File: src/rtl/led_flasher.sv
// LED driver: turns single-cycle event strobes into visible flashes, with steady,
// blink and PWM-dimmed modes. LED, BUSY and PEND are all registered outputs.
module led_flasher #(
    parameter int HOLD_W  = 16,
    parameter int BLINK_W = 20,
    parameter int PWM_W   = 4
) (
    input  logic             CLK,
    input  logic             RST,
    input  logic             EV,
    input  logic [1:0]       MODE,
    input  logic [PWM_W-1:0] BRIGHT,
    output logic             LED,
    output logic             BUSY,
    output logic [1:0]       PEND,
    output logic [1:0]       STATE
);

    typedef enum logic [1:0] {
        IDLE = 2'd0,
        HOLD = 2'd1,
        GAP  = 2'd2
    } state_t;

    localparam logic [HOLD_W-1:0]  HOLD_MAX  = {HOLD_W{1'b1}};
    localparam logic [BLINK_W-1:0] BLINK_MAX = {BLINK_W{1'b1}};

    state_t             state, state_n;
    logic [HOLD_W-1:0]  hold_cnt, hold_n;
    logic [BLINK_W-1:0] blink_cnt;
    logic               blink_phase;
    logic [PWM_W-1:0]   pwm_cnt;
    logic [1:0]         pend_n, pend_inc, eff;
    logic               pwm_on, enable;

    assign STATE    = state;
    assign pwm_on   = (pwm_cnt < BRIGHT);
    assign pend_inc = (PEND == 2'd3) ? 2'd3 : PEND + 2'd1;
    assign eff      = EV ? pend_inc : PEND;

    always_comb begin
        enable = 1'b0;
        case (MODE)
            2'b00:   enable = 1'b0;
            2'b01:   enable = 1'b1;
            2'b10:   enable = (state == HOLD);
            default: enable = blink_phase;
        endcase
    end

    // Next-state for the flash engine; leaving flash mode abandons any queued work.
    always_comb begin
        state_n = state;
        hold_n  = hold_cnt;
        pend_n  = PEND;
        if (MODE != 2'b10) begin
            state_n = IDLE;
            hold_n  = '0;
            pend_n  = 2'd0;
        end else begin
            case (state)
                IDLE: begin
                    if (EV) begin
                        state_n = HOLD;
                        hold_n  = '0;
                    end
                end
                HOLD: begin
                    hold_n = hold_cnt + 1'b1;
                    if (hold_cnt == HOLD_MAX) state_n = GAP;
                    if (EV) pend_n = pend_inc;
                end
                GAP: begin
                    if (hold_cnt == HOLD_MAX) begin
                        // An event landing on the last gap cycle chains straight into a flash.
                        hold_n = '0;
                        if (eff != 2'd0) begin
                            state_n = HOLD;
                            pend_n  = eff - 2'd1;
                        end else begin
                            state_n = IDLE;
                        end
                    end else begin
                        hold_n = hold_cnt + 1'b1;
                        if (EV) pend_n = pend_inc;
                    end
                end
                default: begin
                    state_n = IDLE;
                    hold_n  = '0;
                end
            endcase
        end
    end

    always_ff @(posedge CLK or posedge RST) begin
        if (RST) begin
            state       <= IDLE;
            hold_cnt    <= '0;
            PEND        <= 2'd0;
            BUSY        <= 1'b0;
            LED         <= 1'b0;
            pwm_cnt     <= '0;
            blink_cnt   <= '0;
            blink_phase <= 1'b0;
        end else begin
            pwm_cnt  <= pwm_cnt + 1'b1;
            LED      <= enable & pwm_on;
            state    <= state_n;
            hold_cnt <= hold_n;
            PEND     <= pend_n;
            BUSY     <= (state_n != IDLE) | (pend_n != 2'd0);
            if (MODE == 2'b11) begin
                blink_cnt <= blink_cnt + 1'b1;
                if (blink_cnt == BLINK_MAX) blink_phase <= ~blink_phase;
            end else begin
                blink_cnt   <= '0;
                blink_phase <= 1'b0;
            end
        end
    end

endmodule

File: config.mk
export PLATFORM = sky130hd
export DESIGN_NAME = led_flasher
export DESIGN_NICKNAME = d
export VERILOG_FILES = /design/src/rtl/led_flasher.sv
export SDC_FILE = /design/constraint.sdc
export NUM_CORES = 1
export LEC_CHECK = 0
export ABC_AREA = 1
export ABC_CLOCK_PERIOD_IN_PS = 3000
export BUFFER_PORTS_ARGS = -buffer_cell sky130_fd_sc_hd__buf_4
export CAP_MARGIN = 5
export CORE_ASPECT_RATIO = 1.1
export CORE_UTILIZATION = 37
export DETAILED_ROUTE_END_ITERATION = 12
export GPL_TIMING_DRIVEN = 0
export PLACE_DENSITY = 0.63
export SLEW_MARGIN = 40
export SYNTH_ARGS = -nofsm -noshare
export SYNTH_HDL_FRONTEND = slang
export SYNTH_SLANG_ARGS = --single-unit
File: constraint.sdc
create_clock -name CLK -period 3 [get_ports CLK]
set_input_delay 0.15 -clock CLK [delete_from_list [all_inputs] [get_ports CLK]]
set_output_delay 0.15 -clock CLK [all_outputs]
set_load 0.005 [all_outputs]
# == Word-level counts from Yosys, hierarchy flattened ==
# Index checks and enable logic that the tools add are counted.
# totals
ff_bits,47
inputBits,9
output_inout_bits,6
word_cells,53
# classes
add_sub_neg,5
magnitude_cmp,1
n_eq_ne,11
muxes,20
bitwise,3
n_reduce_logical,5
# ops
cell,count
$mux W16,3
$pmux W16 S3,1
$add A20 B1 Y20 const B,1
$eq A20 B20 Y1 const B,1
$mux W20,1
$mux W2,9
$add A16 B1 Y16 const B,1
$eq A16 B16 Y1 const B,1
$eq A2 B2 Y1 const B,4
$pmux W2 S3,1
$reduce_bool A2 Y1,3
$add A4 B1 Y4 const B,1
$eq A2 B1 Y1 const B,2
$logic_not A2 Y1,2
$lt A4 B4 Y1,1
$pmux W2 S2,1
$mux W1,3
$ne A3 B3 Y1 const B,1
$pmux W1 S3,1
$add A2 B1 Y2 const B,1
$ne A2 B1 Y1 const B,1
$ne A2 B2 Y1 const B,1
$sub A2 B1 Y2 const B,1
$and A1 B1 Y1,1
2 further kinds,2

# == Longest topological paths before layout ==
# depth
depth_word,10
mapped_depth,12
ltp_nobuf,12

# == Worst setup path after synthesis ==
# OpenSTA, ideal clock, no wires.
# synth_timing
kind,flip-flop to flip-flop
from,register state[0] (netlist: STATE[0])
to,register hold_cnt[5]
setup_time_ns,0.077
arrival_ns,1.425
t_required_ns,2.923
setup_slack_ns,1.497
path_stages_with_launch,9
period_less_slack_ns,1.503
cell_sequence,dfrtp_1 -> inv_1 -> ha_1 -> nand2_4 -> nor2_8 -> inv_2 -> nand4_1 -> or2_0 -> a21oi_1
# synth_between
elab_chain_len,3
elab_cells_between_ends,6
classes_between,eq/ne: 3; mux: 2; reduce/logical: 1
# synth_rtl
element,line_no,source
"start, declared",28,"state_t state, state_n;"
"start signal, assigned",109,state <= state_n;
"$eq A2 B2 Y1, or another cell as far along",61,case (state)
$pmux W16 S3,61,
$mux W16,56,if (MODE != 2'b10) begin
"end signal, assigned",110,hold_cnt <= hold_n;
"end, declared",29,"logic [HOLD_W-1:0] hold_cnt, hold_n;"
# Parallel ways exist; a longest one is shown, timed or not.
# A chain may end at the register's enable or synchronous reset.

# == Worst setup path in the final report ==
# Ends and elaborated chain as after synthesis.

==> reports/metrics.cfg <==
[min_path]
hp-class = in -> reg
hp-start = MODE[0]
hold_end = LED
hold_path_depth = 3

[yosys]
syn_area_um2 = 2701
yosys.area.top_type_share = 0.4354
ys_warn_count = 0
avgSynthCellArea_um2 = 7.969
syn_nets = 358
synth-seq-cells = 47
synth_area_leaders = dfrtp_1 44%, nand2_1 9.9%, nand3_1 5.7%, inv_1 5.7%, nor2_1 5.1%
ys_seq_area_frac = 0.4354
syn_inst = 339
synthDistinctLibCells = 33
synth_top_cell_by_area = dfrtp_1

[worst_setup_path]
worstReg2RegStart = STATE[0]
start_kind = flop
crit_type = reg -> reg
rr_worst_depth = 8
crit_arrival_ps = 1930
crit_required_ps = 3220
critPathSlowestCell = dfrtp_1
r2r_slack_ps = 1290
crit_family = simple AND/OR/NAND/NOR gates
cp_num_buf_inv = 2
critPathMaxStageDelay_ps = 440
r2r_end = hold_cnt[5]
path_cells = inv_1 -> ha_1 -> nand2_4 -> nor2_8 -> inv_2 -> nand4_1 -> or2_0 -> a21oi_1
cp-end-kind = flop
crit_fanout = 8

[clocking]
cts_setup_buffers = 0
path_clk_slew_ps = 90
numCtsBuffers = 5
clock_latency_ps = 300
h-tree-depth = 2
cts_tree = yes
clkSinkCount = 47
cts_max_path_buffers = 2
root_buffer = clkbuf_8

[sta]
setup_viol = 0
report.final.hold_viol_count = 0
fin_tns_setup_ps = 0
min_period_over_period = 0.5703
hold-worst-slack_ps = 200.2
worst_slew_pin_slew_ps = 368.1
finalClockSkew_ps = 5.253
period_needed_ps = 1711
rsz0062_at_grt = false
timing.fmax_ghz = 0.5845
finalMaxSlewViolations = 0
slew_headroom = 0.7540

[floorplanning]
fp.dieH_um = 91.62
fp.dieW_um = 83.47
core_um2 = 7047
start_util = 0.3833
ios = 15
dieArea_um2 = 7647
rows = 32

[power_and_ir_drop]
p_leak_nw = 1.447
power.density_nw_per_um2 = 410.8
ir_worst_vdd_uv = 277.1

[placed_design]
io_buffers = 14
dp_hpwl_um = 3791
gp_congestion = 0.8172

[global_routing]
grt_max_degree = 32
globalRouteOverflowTotal = 0
grt_usage = 0.1438
grt_pass1_wl_um = 8970
grt_antenna_before_repair = 0
grt_pass1_vias = 2100

[routing]
viasPerCell = 4.719
wl_um = 4971
drc = 0
drtIter0Drc = 70
vias = 2114
wl_per_cell_um = 11.10
drt.antenna.violating_nets = 0
drt-pass1-iter-count = 4

[finish]
areaGrowthSynthToFinish_pct = 13.94
nets = 381
antenna_cells = 0
drive_gt1_frac = 0.1598

[run]
drv_cap = 0

[status]
status = finished, final reports clean

report_power, final:
part,switching (mW),internal [mW]
Clock,0.206,0.333
Combinational,0.0495,0.0310
Sequential,0.00500,0.640
worst register-to-register path, delay by kind of cell, from the launching register on:
kind | cells | cell delay [ps]
simple gates | 4 | 580
compound gates | 1 | 120
fa+ha+maj | 1 | 250
buf+inv | 2 | 250
flops | 1 | 440
worst max path at each step:
stage / start / end / slack [ps] / cells after the start
final: STATE[0] / hold_cnt[5] / 1290 / 8
after CTS: STATE[0] / hold_cnt[5] / 1270 / 8
after global routing: blink_cnt[0] / blink_cnt[16] / 1060 / 8
after floorplan: STATE[0] / hold_cnt[5] / 1500 / 8
after global placement: RST / hold_cnt[6] / 1080 / 2
after detailed placement: STATE[0] / hold_cnt[5] / 1300 / 8
state kept, by name, summed over array words and instances (netlist names):
| name | flops |
|---|---|
| LED | 1 |
| BUSY | 1 |
| PEND | 2 |
| pwm_cnt | 4 |
| hold_cnt | 16 |
| STATE | 2 |
| blink_phase | 1 |
| blink_cnt | 20 |
cells by family after synthesis:
logic type               after synthesis  synth area share
AO/OA/AOI/OAI                         36           0.07226
XOR/XNOR                              15           0.04864
adder cells (fa/ha/maj)               10           0.04632
buffers and inverters                 54           0.07828
flip-flops                            47            0.4354
AND/OR/NAND/NOR                      177            0.3191
per-layer routing:
metal	track usage	up-vias	wire length [um]
li1	-	1121	-
met1	0.1829	969	2392
met2	0.2452	16	2383
met3	0.02430	8	99
met4	0.05508	0	96
met5	0	-	0
placed cells by master, fill, tap and decap left out, types with 4 or more instances in the layout:
master	Yosys	routed
nor3_1	6	6
nor2_4	6	6
nor2_1	37	37
nor2_2	5	5
a21oi_1	16	16
o21ai_1	4	4
inv_2	10	10
clkbuf_8	0	5
dfrtp_1	47	47
nand3_1	31	31
nand3_2	4	4
o21ai_0	11	11
inv_1	41	40
xor2_1	12	12
ha_1	10	10
buf_4	0	14
nand4_1	5	5
nand2_1	71	71
through the flow:
stage	worst slack [ps]	instances	cell area [um2]	util	total power, mW
after floorplan	1497	339	2701	-	0.7071
after global placement	1076	438	2913	0.4134	0.7344
after detailed placement	1304	439	2935	0.4165	0.7393
after CTS	1273	448	3078	0.4368	1.288
after global routing	1063	448	3078	0.4368	1.319
final	1289	448	3078	0.4368	1.264
layout make-up:
class	instances	area, um2
clock inverter	2	60.06
buffer	2	16.27
timing repair buffer	16	135.1
fill	688	3969
sequential	47	1176
tap	85	106.4
multi-input combinational	238	1314
clock buffer	6	72.57
inverter	52	197.7
synth_stat cells, drive strengths merged:
cell type / number
o211a: 1
nand2: 75
nand3: 35
nor2: 49
buf: 2
a21boi: 2
xnor2: 3
or2: 2
a21oi: 17
ha: 10
nand4: 5
o21ai: 15
inv: 51
nor3: 7
dfrtp: 47
nand3b: 2
xor2: 12
o22ai: 1
nor3b: 1
clkinv: 1
nor4: 1
what timing repair did:
| item | CTS | global route |
|---|---|---|
| hold buffers | 1 | 0 |
| endpoints found under the hold margin | 16 | 0 |
| resized for setup | 0 | 0 |
Power figures use the tool's default switching activity.
